**src/rtl/neck_seq_if.sv**
```systemverilog
// neck_seq_if: start/done handshake bundle between the sequencer and the
// ADC, Kalman filter, differentiators and neck judge.
interface neck_seq_if;
  logic adc_start;
  logic adc_done;
  logic kalman_start;
  logic filter_done;
  logic dif_start;
  logic first_done;
  logic second_done;
  logic third_done;
  logic judge_start;
  logic judge_done;
  logic judge_neck;

  // sequencer side: issues starts, collects dones and the verdict
  modport master (
    output adc_start, kalman_start, dif_start, judge_start,
    input  adc_done, filter_done, first_done, second_done, third_done,
    input  judge_done, judge_neck
  );

  // pipeline side: consumes starts, answers with dones
  modport slave (
    input  adc_start, kalman_start, dif_start, judge_start,
    output adc_done, filter_done, first_done, second_done, third_done,
    output judge_done, judge_neck
  );
endinterface

```
**src/rtl/neck_seq_ctrl.sv**
```systemverilog
// neck_seq_ctrl: fixed-rate sequencer for ADC -> Kalman -> differentiators ->
// neck judge, with per-stage timeout supervision, overrun detection and a
// registered necking verdict.
// Optional macro NECK_LOCKOUT_EN: a rising verdict holds necking_out high for
// LOCKOUT cycles, ignoring later verdicts until the hold expires.
module neck_seq_ctrl #(
  parameter int SAMPLE_DIV = 1000,
  parameter int TIMEOUT    = 255,
  parameter int LOCKOUT    = 50000
) (
  input  logic        clk,
  input  logic        rst_n,
  input  logic        en_run,
  neck_seq_if.master  seq,
  output logic        necking_out,
  output logic        busy,
  output logic        timeout_err,
  output logic        overrun_err,
  output logic [7:0]  err_cnt,
  output logic [15:0] sample_cnt
);

  typedef enum logic [2:0] {
    S_IDLE, S_WAIT, S_ADC, S_FILT, S_DIF, S_JUDGE
  } state_t;

  state_t      state_q;
  logic [15:0] tick_q, tick_d;
  logic [7:0]  tmo_q;
  logic [2:0]  mask_q, mask_d;
  logic        tick, stage_done, tmo_fire, ovr_fire, verdict;
  logic [8:0]  err_sum;
  logic [7:0]  err_d;

  assign tick   = en_run && (tick_q == 16'(SAMPLE_DIV - 1));
  assign tick_d = !en_run ? 16'd0 : (tick ? 16'd0 : tick_q + 16'd1);
  assign busy   = state_q inside {S_ADC, S_FILT, S_DIF, S_JUDGE};
  // flags may land together or spread over several cycles
  assign mask_d = mask_q | {seq.third_done, seq.second_done, seq.first_done};

  // awaited done for the current wait state; other states ignore all flags
  always_comb begin
    stage_done = 1'b0;
    unique case (state_q)
      S_ADC:   stage_done = seq.adc_done;
      S_FILT:  stage_done = seq.filter_done;
      S_DIF:   stage_done = &mask_d;
      S_JUDGE: stage_done = seq.judge_done;
      default: stage_done = 1'b0;
    endcase
  end

  // a done arriving in the last allowed cycle still wins over the timeout
  assign tmo_fire = busy && !stage_done && (tmo_q == 8'(TIMEOUT - 1));
  assign ovr_fire = busy && tick;
  assign verdict  = (state_q == S_JUDGE) && seq.judge_done;
  assign err_sum  = {1'b0, err_cnt} + 9'(tmo_fire) + 9'(ovr_fire);
  assign err_d    = err_sum[8] ? 8'hFF : err_sum[7:0];

  // sample-period divider, parked at zero while not running
  always_ff @(posedge clk or negedge rst_n) begin
    if (!rst_n) tick_q <= '0;
    else        tick_q <= tick_d;
  end

  // sequencing FSM with registered start pulses, error flags and counters
  always_ff @(posedge clk or negedge rst_n) begin
    if (!rst_n) begin
      state_q          <= S_IDLE;
      tmo_q            <= '0;
      mask_q           <= '0;
      seq.adc_start    <= 1'b0;
      seq.kalman_start <= 1'b0;
      seq.dif_start    <= 1'b0;
      seq.judge_start  <= 1'b0;
      timeout_err      <= 1'b0;
      overrun_err      <= 1'b0;
      err_cnt          <= '0;
      sample_cnt       <= '0;
    end else begin
      seq.adc_start    <= 1'b0;
      seq.kalman_start <= 1'b0;
      seq.dif_start    <= 1'b0;
      seq.judge_start  <= 1'b0;
      timeout_err      <= tmo_fire;
      overrun_err      <= ovr_fire;
      err_cnt          <= err_d;
      tmo_q            <= busy ? tmo_q + 8'd1 : 8'd0;
      mask_q           <= (state_q == S_DIF) ? mask_d : 3'd0;
      unique case (state_q)
        S_IDLE: if (en_run) state_q <= S_WAIT;
        S_WAIT: begin
          if (!en_run) state_q <= S_IDLE;
          else if (tick) begin
            state_q       <= S_ADC;
            seq.adc_start <= 1'b1;
          end
        end
        S_ADC: if (seq.adc_done) begin
          state_q          <= S_FILT;
          seq.kalman_start <= 1'b1;
          tmo_q            <= '0;
        end
        S_FILT: if (seq.filter_done) begin
          state_q       <= S_DIF;
          seq.dif_start <= 1'b1;
          tmo_q         <= '0;
        end
        S_DIF: if (&mask_d) begin
          state_q         <= S_JUDGE;
          seq.judge_start <= 1'b1;
          tmo_q           <= '0;
          mask_q          <= '0;
        end
        S_JUDGE: if (seq.judge_done) begin
          state_q    <= en_run ? S_WAIT : S_IDLE;
          sample_cnt <= sample_cnt + 16'd1;
          tmo_q      <= '0;
        end
        default: state_q <= S_IDLE;
      endcase
      // abandon the sequence; a run-enable drop parks the FSM in IDLE
      if (tmo_fire) begin
        state_q <= en_run ? S_WAIT : S_IDLE;
        tmo_q   <= '0;
        mask_q  <= '0;
      end
    end
  end

`ifdef NECK_LOCKOUT_EN
  localparam int HOLD_W = $clog2(LOCKOUT + 1);
  logic [HOLD_W-1:0] hold_q;

  // verdict register; a 0->1 verdict opens a hold window that masks verdicts
  always_ff @(posedge clk or negedge rst_n) begin
    if (!rst_n) begin
      necking_out <= 1'b0;
      hold_q      <= '0;
    end else begin
      if (hold_q != '0) hold_q <= hold_q - HOLD_W'(1);
      if (verdict && hold_q == '0) begin
        necking_out <= seq.judge_neck;
        if (seq.judge_neck && !necking_out) hold_q <= HOLD_W'(LOCKOUT);
      end
    end
  end
`else
  logic unused_lockout;
  assign unused_lockout = (LOCKOUT == 0);

  // verdict register: follows every judge verdict, persists otherwise
  always_ff @(posedge clk or negedge rst_n) begin
    if (!rst_n)       necking_out <= 1'b0;
    else if (verdict) necking_out <= seq.judge_neck;
  end
`endif

endmodule

```
**src/flat_wrapper.sv**
```systemverilog
// flat-port wrapper written by rule: the top's interface ports become plain ports
module neck_seq_ctrl_flat 
#(
  parameter int SAMPLE_DIV = 1000,
  parameter int TIMEOUT    = 255,
  parameter int LOCKOUT    = 50000
)
  (clk, rst_n, en_run, necking_out, busy, timeout_err, overrun_err, err_cnt, sample_cnt, seq_adc_start, seq_kalman_start, seq_dif_start, seq_judge_start, seq_adc_done, seq_filter_done, seq_first_done, seq_second_done, seq_third_done, seq_judge_done, seq_judge_neck);
  neck_seq_if seq_i ();
  input  logic clk;
  input  logic rst_n;
  input  logic en_run;
  output logic necking_out;
  output logic busy;
  output logic timeout_err;
  output logic overrun_err;
  output logic [7:0] err_cnt;
  output logic [15:0] sample_cnt;
  output wire logic [$bits(seq_i.adc_start)-1:0] seq_adc_start;
  output wire logic [$bits(seq_i.kalman_start)-1:0] seq_kalman_start;
  output wire logic [$bits(seq_i.dif_start)-1:0] seq_dif_start;
  output wire logic [$bits(seq_i.judge_start)-1:0] seq_judge_start;
  input wire logic [$bits(seq_i.adc_done)-1:0] seq_adc_done;
  input wire logic [$bits(seq_i.filter_done)-1:0] seq_filter_done;
  input wire logic [$bits(seq_i.first_done)-1:0] seq_first_done;
  input wire logic [$bits(seq_i.second_done)-1:0] seq_second_done;
  input wire logic [$bits(seq_i.third_done)-1:0] seq_third_done;
  input wire logic [$bits(seq_i.judge_done)-1:0] seq_judge_done;
  input wire logic [$bits(seq_i.judge_neck)-1:0] seq_judge_neck;
  assign seq_adc_start = seq_i.adc_start;
  assign seq_kalman_start = seq_i.kalman_start;
  assign seq_dif_start = seq_i.dif_start;
  assign seq_judge_start = seq_i.judge_start;
  assign seq_i.adc_done = seq_adc_done;
  assign seq_i.filter_done = seq_filter_done;
  assign seq_i.first_done = seq_first_done;
  assign seq_i.second_done = seq_second_done;
  assign seq_i.third_done = seq_third_done;
  assign seq_i.judge_done = seq_judge_done;
  assign seq_i.judge_neck = seq_judge_neck;
  neck_seq_ctrl #(.SAMPLE_DIV(SAMPLE_DIV), .TIMEOUT(TIMEOUT), .LOCKOUT(LOCKOUT)) u_core (.clk(clk), .rst_n(rst_n), .en_run(en_run), .seq(seq_i), .necking_out(necking_out), .busy(busy), .timeout_err(timeout_err), .overrun_err(overrun_err), .err_cnt(err_cnt), .sample_cnt(sample_cnt));
endmodule
```
**config.mk**
```make
export PLATFORM = sky130hd
export DESIGN_NAME = neck_seq_ctrl_flat
export DESIGN_NICKNAME = d
export VERILOG_FILES = /design/src/rtl/neck_seq_if.sv /design/src/rtl/neck_seq_ctrl.sv /design/src/flat_wrapper.sv
export SDC_FILE = /design/constraint.sdc
export NUM_CORES = 1
export LEC_CHECK = 0
export BUFFER_PORTS_ARGS = -buffer_cell sky130_fd_sc_hd__buf_2
export CAP_MARGIN = 20
export CORE_MARGIN = 5
export CORE_UTILIZATION = 30
export CTS_BUF_LIST = sky130_fd_sc_hd__clkbuf_4 sky130_fd_sc_hd__clkbuf_8 sky130_fd_sc_hd__clkbuf_16
export DETAILED_ROUTE_END_ITERATION = 16
export GPL_ROUTABILITY_DRIVEN = 0
export GPL_TIMING_DRIVEN = 0
export REMOVE_ABC_BUFFERS = 1
export SETUP_SLACK_MARGIN = 0.4
export SYNTH_ARGS = -nofsm -noshare
export SYNTH_HDL_FRONTEND = slang
export SYNTH_SLANG_ARGS = --single-unit
export TNS_END_PERCENT = 100
```
**constraint.sdc**
```tcl
create_clock -name clk -period 4.1 [get_ports clk]
set_input_delay 0.205 -clock clk [delete_from_list [all_inputs] [get_ports clk]]
set_output_delay 0.205 -clock clk [all_outputs]
set_load 0.005 [all_outputs]
```
* Word-level counts from Yosys, hierarchy flattened
Cells that the tools add are included.
** Operators by class
- Reductions and logical operators :: 11
- Multiplexer cells :: 34
- Add/subtract/negate cells :: 5
- Bitwise gates (word level) :: 1
- Equality and inequality tests :: 13
** Operators with widths (count)
- $mux 8 :: 7
- $mux 3 :: 12
- $add 16x1->16 const B :: 2
- $mux 16 :: 2
- $pmux 8 s4 :: 1
- $pmux 3 s6 :: 1
- $eq 16x10->1 const B :: 1
- $ne 3x2->1 const B :: 4
- $mux 1 :: 10
- $add 8x1->9 :: 1
- $add 9x1->9 :: 1
- $add 8x1->8 const B :: 1
- $eq 8x8->1 const B :: 1
- $eq 3x2->1 const B :: 2
- $eq 3x3->1 const B :: 2
- $reduce_and 6->1 :: 1
- $logic_and 1x1->1 :: 5
- $ne 4x2->1 const B :: 1
- $pmux 1 s4 :: 1
- $reduce_bool 4->1 :: 1
- $eq 3x1->1 const B :: 1
- $logic_not 3->1 :: 1
- $ne 3x1->1 const B :: 1
- $or 3x3->3 :: 1
- other kinds (3) :: 3
** Word-level totals
- Input port bits :: 10
- Logic and storage cells :: 77
- Register bits :: 61
- Output and inout port bits :: 32

* Logic depth before layout (Yosys ltp)
Gate-level depths: netlist (run 1).
- Depth in word-level cells :: 9
- Mapped depth :: 11
- Mapped depth without buffers :: 11

* Worst setup path after synthesis (run 1)
No wires, ideal clock.
- Kind :: reg2reg
- Start :: register u_core.tick_q[0]
- End :: register u_core.err_cnt[0]
- Arrival time :: 2.084 ns
- Stages on the path, launching flop included :: 12
- Period minus slack after synthesis :: 2.154 ns
- Buffers on the path :: 0
- Library setup time :: 0.070 ns
- Slack :: 1.946 ns
- Path through :: dfrtp_1 -> ha_1 -> nand2_1 -> nor3_1 -> nand4_1 -> a21oi_1 -> fa_1 -> ha_1 -> nand2_1 -> nor2_1 -> nand3_1 -> nand2b_1
** On the way
- Longest elaborated chain between the ends :: 5
** Ends and longest elaborated chain
- start, declared :: line neck_seq_ctrl.sv:28 : logic [15:0] tick_q, tick_d;
- start signal, assigned :: line neck_seq_ctrl.sv:63 : else tick_q <= tick_d;
- $eq 16x10->1 :: line neck_seq_ctrl.sv:35 : assign tick = en_run && (tick_q == 16'(SAMPLE_DIV - 1));
- $logic_and 1x1->1 :: line neck_seq_ctrl.sv:35
- $logic_and 1x1->1 :: line neck_seq_ctrl.sv:55 : assign ovr_fire = busy && tick;
- net u_core.ovr_fire :: line neck_seq_ctrl.sv:31 : logic tick, stage_done, tmo_fire, ovr_fire, verdict;
- $add 9x1->9 :: line neck_seq_ctrl.sv:57 : assign err_sum = {1'b0, err_cnt} + 9'(tmo_fire) + 9'(ovr_fire);
- $mux 8 :: line neck_seq_ctrl.sv:58 : assign err_d = err_sum[8] ? 8'hFF : err_sum[7:0];
- net u_core.err_d[0] :: line neck_seq_ctrl.sv:33 : logic [7:0] err_d;
- end signal, assigned :: line neck_seq_ctrl.sv:87 : err_cnt <= err_d;
- end, declared :: line neck_seq_ctrl.sv:19 : output logic [7:0] err_cnt,
The timed path passes the listed nets, and every way through them passes these cells.
A chain may end at the register's enable or synchronous reset.

* Final worst setup path (run 1)
- Start :: register u_core.tick_q[0]
- End :: register u_core.err_cnt[1]
Same word-level chain as after synthesis.

==> results of run 1 <==
-- flip-flops by register name, indices dropped and copies added (netlist names) --
signal / count
u_core.sample_cnt: 16
u_core.tick_q: 16
u_core.err_cnt: 8
u_core.tmo_q: 8
u_core.mask_q: 3
u_core.state_q: 3
u_core.necking_out: 1
u_core.overrun_err: 1
u_core.seq.adc_start: 1
u_core.seq.dif_start: 1
u_core.seq.judge_start: 1
u_core.seq.kalman_start: 1
u_core.timeout_err: 1
-- final timing paths --
path / endpoint / start / slack (ns) / cells past startpoint
max reg2reg: u_core.err_cnt[1] / u_core.tick_q[0] / 1.46 / 11
min reg2reg: u_core.sample_cnt[15] / u_core.sample_cnt[15] / 0.47 / 1
min: u_core.necking_out / seq_judge_neck / 0.11 / 2
max: u_core.err_cnt[1] / u_core.tick_q[0] / 1.46 / 11
min in group asynchronous: u_core.state_q[1] / rst_n / 0.44 / 2
max in group asynchronous: u_core.tick_q[11] / rst_n / 3.05 / 3
-- area by class of cell --
class / count / area, µm²
flip-flops and latches: 61 / 1530
multi-input cells: 194 / 1220
fillers: 925 / 5850
well taps: 111 / 139
inverters: 6 / 22.5
repair buffers: 43 / 235
clock buffers: 13 / 173
clock inverters: 1 / 30.0
-- logic make-up after synthesis --
| group | after synthesis | synth area share (%) |
|---|---|---|
| xor+xnor | 39 | 12.2 |
| compound gates | 14 | 3.66 |
| buf+inv | 10 | 1.92 |
| mux | 3 | 1.20 |
| simple gates | 132 | 23.7 |
| flops | 61 | 54.4 |
| fa+ha+maj | 6 | 2.94 |
-- critical path, stage by stage (launching register included) --
cell	delay (ns)
dfrtp_1	0.38
ha_1	0.24
nand2_1	0.07
nor3_1	0.14
nand4_1	0.29
a21oi_1	0.32
fa_1	0.27
ha_1	0.22
nand2_1	0.12
nor2_1	0.16
nand3_1	0.22
nand2b_1	0.14
-- cells in the final DEF (no fill, tap or decap), types with 2 or more instances in the layout --
cell / netlist / layout
nand2b_1: 6 / 6
nor2b_1: 2 / 2
dfrtp_1: 61 / 61
and3_1: 6 / 6
nor4_1: 3 / 3
nor2_4: 2 / 2
buf_2: 1 / 41
or4_1: 2 / 2
mux2_2: 3 / 3
ha_1: 5 / 5
inv_1: 6 / 6
clkbuf_8: 0 / 12
nand3_1: 21 / 21
xnor2_1: 22 / 22
nand2_1: 26 / 26
xor2_1: 17 / 17
a21oi_1: 5 / 5
nor3_1: 7 / 7
nor2_1: 41 / 41
nand4_1: 11 / 11
-- metrics by stage --
stage               hold slack [ns]  worst slack, ns  instances  total power [mW]
floorplan                   -0.0906             1.95        261             0.688
global placement              0.440             1.47        413             0.715
detailed placement            0.285             1.42        414             0.721
CTS                          0.0964             1.42        429              1.28
global route                 0.0858             1.16        429              1.32
finish                        0.109             1.46        429              1.26
-- timing repair --
action | 4_1_cts | 5_1_grt
endpoints found under the hold margin | 27 | 0
hold buffers | 1 | 0
buffers inserted | 0 | 0
resized for setup | 0 | 0
-- layer usage --
metal | vias to the layer above | global-route usage (%)
met3 | 8 | 4.27
li1 | 999 | -
met4 | 0 | 3.56
met2 | 45 | 17.0
met1 | 994 | 13.5
met5 | - | 0
-- power groups by stage --
stage	Clock, mW	Sequential [mW]	Combinational [mW]
global placement	0	0.637	0.0782
detailed placement	0	0.637	0.0834
CTS	0.573	0.626	0.0845
finish	0.553	0.627	0.0824
floorplan	0	0.633	0.0549
global route	0.601	0.628	0.0912
==> summary.md, run 1 <==
| Metric | Value |
|---|---|
| Core area | 0.00920 mm² |
| Measured slew at the worst slew-check pin | 0.667 ns |
| RSZ-0062 raised after global routing | no |
| GR Overflow Total | 0 |
| Async set-reset flop share out of synthesis | 100% |
| IO Pins | 42 |
| CP Launch Type | flop |
| Post-Synthesis Cells | 265 |
| PD cells | 377 mW/mm² |
| CTS Buf Count | 9 |
| Slew Viols, Final | 0 |
| Int Power | 0.978 mW |
| Area growth, synth to finish | 19.4% |
| Die width | 107 µm |
| Largest cells by area after synthesis | dfrtp_1, xnor2_1, nor2_1 |
| Layout cells sized above 1 | 20.8% |
| Hpwl dp | 4.02 mm |
| FMAX | 379 MHz |
| Crit path arrival time | 2.90 ns |
| Input/output buffers | 41 |
| Leak Pwr | 1.67 nW |
| EDFF count, synth | 0 |
| Maximum vdd drop | 0.120 mV |
| Outcome | completed |
| CTS tree | built |
| First-pass GRT wire length | 9.83 mm |
| Post-Route WL | 5.59 mm |
| Post-synth top area share | 54.4% |
| Die Y | 107 µm |
| Routed length on met1 | 2.65 mm |
| DR WL met2 | 2.53 mm |
| Reg clk slew, reported paths | 0.06 ns |
| Rel. slew slack | 55.6% |
| Final TNS setup | 0 ns |
| Vias per cell | 4.77 |
| Design area | 0.00335 mm² |
| Yosys reg bits | 61 |
| Yosys cell types | 36 |
| Antenna Nets Post-Route | 0 |
| Final Util | 36.4% |
| Register area share after synthesis | 54.4% |
| Floorplan row count | 35 |
| Most common cell in the synthesized netlist | dfrtp_1 |
| Largest net degree at the start of global routing | 35 |
| Num Clock Sinks | 61 |
| Top cell type by total area after synthesis | dfrtp_1 |
| Placed inst area | 0.00314 mm² |
| Fin crit period | 2.64 ns |
| CTS H-tree depth | 3 |
| Comb power frac | 6.5% |
| Synth warn | 0 |
| Hold Path Class | in2reg |
| Switching part of the total | 22.5% |
| Sw power | 0.284 mW |
| Worst Path Required | 4.36 ns |
| CTS root buf | clkbuf_8 |
| Crit path max fanout | 6 |
| Wire length per cell | 13.0 µm |
| Highest routed layer | met4 |
| Syn Area/Cell | 10.6 µm² |
| Routed met3 length | 310 µm |
| Vias in the first global route | 2,078 |
| Clock Latency Late Sink | 0.33 ns |
| Global-route usage over all layers | 10.8% |
| 1st-iter DRT viols | 56 |
| Antenna fix cells | 0 |
| First-pass iteration count of the detailed router | 4 |
| Initial antenna violation count | 0 |
| Area of the die | 0.0114 mm² |
| Post-Syn Area | 0.00281 mm² |
| Crit share post-route | 64.4% |
| Max-cap violations | 0 |
| Worst Skew | 0.00926 ns |
| DR vias | 2,046 |
| Initial core utilization | 30.5% |
| Seq pwr share | 49.7% |
| Critical Path End Type | flop |
| Main synth FF type | dfrtp_1 |
| Setup CP Type | reg2reg |
| DR DRC count | 0 |
| Clk buf depth | 2 |
| Most frequent cells after synthesis | dfrtp_1, nor2_1, nand2_1 |
| Hold Vio Cnt, Final | 0 |
| Share of total power in the clock network | 43.8% |
| Total Nets Final | 331 |
| Setup Viol. Count Final | 0 |
(Power assumes the default switching activity.)
==> inputs of run 2 (changes only) <==
Clock period 4.1 ns to 2.42 ns, I/O delays scaled along.
==> run 2 against run 1 <==
Effect of this change:
- first-iteration DRC count increased by 7.1%
- hold slack worse by 0.085 ns
- worst setup slack got worse by 1.1 ns
- power is 75% higher
- clock skew rose by 0.0017 ns
- cell count rose by 5.1%
- sequential power is 67% higher
- global-route usage increased by 0.50 points
- clock-buffer cell count did not move
- highest routed layer unchanged
==> summary.md, run 2 (synthesis results as in run 1) <==
| Metric | Value |
|---|---|
| Outcome | completed |
| Seq pwr share | 47.5% |
| Share of total power in the clock network | 42.6% |
| FMAX | 476 MHz |
| Commonest non-fill, non-tap cells in the layout | dfrtp_1, buf_2, nor2_1 |
| Regs by FF count | u_core.sample_cnt: 16 flops, u_core.tick_q: 16 flops |
| CTS tree | built |
| Worst stage delay on the critical path | 0.44 ns |
| Area of the die | 0.0114 mm² |
| Floorplan row count | 35 |
| DR DRC count | 0 |
| RR Endpoint | u_core.err_cnt[4] |
| First-pass GRT wire length | 10.3 mm |
| Reg2Reg Setup Slack | 0.32 ns |
| Hpwl dp | 4.02 mm |
| Most common cell after layout, fill and taps aside | dfrtp_1 |
| First-pass iteration count of the detailed router | 4 |
| Maximum vdd drop | 0.204 mV |
| Comb power frac | 9.9% |
| Input/output buffers | 41 |
| Most frequent cell on the critical path | buf_4 |
| Measured slew at the worst slew-check pin | 0.679 ns |
| Sw power | 0.508 mW |
| Non-filler instance count after layout | 451 |
| Max-cap violations | 0 |
| Vias in the first global route | 2,225 |
| CP Launch Type | flop |
| Hold Path End | u_core.necking_out |
| CTS root buf | clkbuf_8 |
| FF-to-FF Start | u_core.state_q[0] |
| Post-Route WL | 6.07 mm |
| Placed Cells | 414 |
| Clk buf depth | 2 |
| Initial core utilization | 30.5% |
| Slew Viols, Final | 0 |
| Antenna Nets Post-Route | 0 |
| Area growth, synth to finish | 29.8% |
| Antenna fix cells | 0 |
| Crit share post-route | 86.9% |
| Leak Pwr | 1.80 nW |
| CTS Buf Count | 9 |
| Worst Path Buf+Inv | 2 |
| Overall Power | 2.21 mW |
| 1st-iter DRT viols | 60 |
| Fin crit period | 2.10 ns |
| Vias per cell | 4.85 |
| Setup CP Type | reg2reg |
| Hold path cells | 2 |
| Slowest stage cell, crit path | dfrtp_2 |
| HP Start | seq_judge_neck |
| CTS H-tree depth | 3 |
| Global-route usage over all layers | 11.3% |
| Clock Latency Late Sink | 0.33 ns |
| Num Clock Sinks | 61 |
| Initial antenna violation count | 0 |
| Hold Vio Cnt, Final | 0 |
| Crit path max fanout | 5 |
| Crit-path cells | o21bai_1 > o211ai_1 > buf_4 > a21oi_4 > fa_2 > ha_4 > buf_4 > nand3_1 > xor2_1 > nand2_1 |
| Crit path arrival time | 2.32 ns |
| Die Y | 107 µm |
| Reg2Reg Depth | 10 |
| Worst Skew | 0.0110 ns |
| RSZ-0062 raised after global routing | yes |
| Critical Path End Type | flop |
| GR Overflow Total | 0 |
| Die width | 107 µm |
| IO Pins | 42 |
| Largest net degree at the start of global routing | 35 |
| Total Nets Final | 353 |
| Reg clk slew, reported paths | 0.07 ns |
| Setup Viol. Count Final | 0 |
| DR vias | 2,188 |
| Wire length per cell | 13.5 µm |
| PD cells | 608 mW/mm² |
| Rel. slew slack | 54.7% |
| CP delay by family, top | adder cells |
| Int Power | 1.71 mW |
| Switching part of the total | 22.9% |
| CP startpoint | u_core.state_q[0] |
| Hold Path Class | in2reg |
| Worst Path Required | 2.64 ns |
| Core area | 0.00920 mm² |
| Layout cells sized above 1 | 31.8% |
run 2: cell count changes in the layout (fill, tap and decap cells not counted), moves of 2 or more:
cell and delta:
nand3_1 -3, nor2_4 +2, nand3_4 +2, dfrtp_1 -3
ha_4 +2, ha_1 -2, nor3_2 +2, nor3_1 -2
nor2_1 -2, nand2_1 -3, dfrtp_2 +3, nand2_2 +2
buf_4 +22
run 2: worst max path at each step:
stage / to / slack, ns / depth (start not counted)
global route: u_core.err_cnt[7] / 0.19 / 10
CTS: u_core.err_cnt[7] / 0.33 / 10
global placement: u_core.err_cnt[1] / -0.21 / 11
finish: u_core.err_cnt[4] / 0.32 / 10
floorplan: u_core.err_cnt[0] / 0.27 / 11
detailed placement: u_core.err_cnt[1] / -0.26 / 11
run 2: power by group through the flow:
| stage | combinational, mW | clock (mW) | sequential, mW |
|---|---|---|---|
| 2_1_floorplan | 0.0931 | 0 | 1.07 |
| 3_3_place_gp | 0.133 | 0 | 1.08 |
| 3_5_place_dp | 0.141 | 0 | 1.08 |
| 4_1_cts | 0.188 | 0.971 | 1.05 |
| 5_1_grt | 0.239 | 1.02 | 1.05 |
| 6_report | 0.219 | 0.944 | 1.05 |
run 2: worst register-to-register path, cell delays in order, from the launching register on:
cell	delay [ns]
dfrtp_2	0.44
o21bai_1	0.17
o211ai_1	0.15
buf_4	0.15
a21oi_4	0.07
fa_2	0.41
ha_4	0.20
buf_4	0.12
nand3_1	0.08
xor2_1	0.15
nand2_1	0.06
run 2: layout make-up:
cell class | instances | area, µm²
timing repair buffer | 65 | 400
multi-input combinational | 194 | 1350
clock buffer | 13 | 173
tap | 111 | 139
clock inverter | 1 | 30.0
inverter | 6 | 22.5
sequential | 61 | 1530
fill | 907 | 5560
run 2: routing by layer:
layer  GRT usage [%]  share of wire [%]  up-vias
met5               0                  0        -
met4            4.38                2.4        0
met3            4.52                4.9       16
met2            17.9                 46       45
met1            13.7                 47     1078
li1                -                  -     1049
run 2: metrics by stage:
stage               TNS, ns  hold slack (ns)  utilization, %  cell area, µm²  setup WS, ns
floorplan                 0           -0.175               -            2770         0.266
global placement      -1.24            0.356            33.9            3120        -0.209
detailed placement    -1.59            0.201            34.1            3140        -0.258
CTS                       0           0.0124            38.3            3530         0.328
global route              0          0.00179            39.6            3640         0.189
finish                    0           0.0243            39.6            3640         0.318
run 2: repair_timing:
item                                   4_1_cts  5_1_grt
pin swaps                                    8        6
endpoints found under the hold margin       27        0
setup endpoints to repair                    8        8
buffers inserted                            12       10
gates resized for setup                     20        8
hold buffers                                 1        0
gates cloned                                 0        0
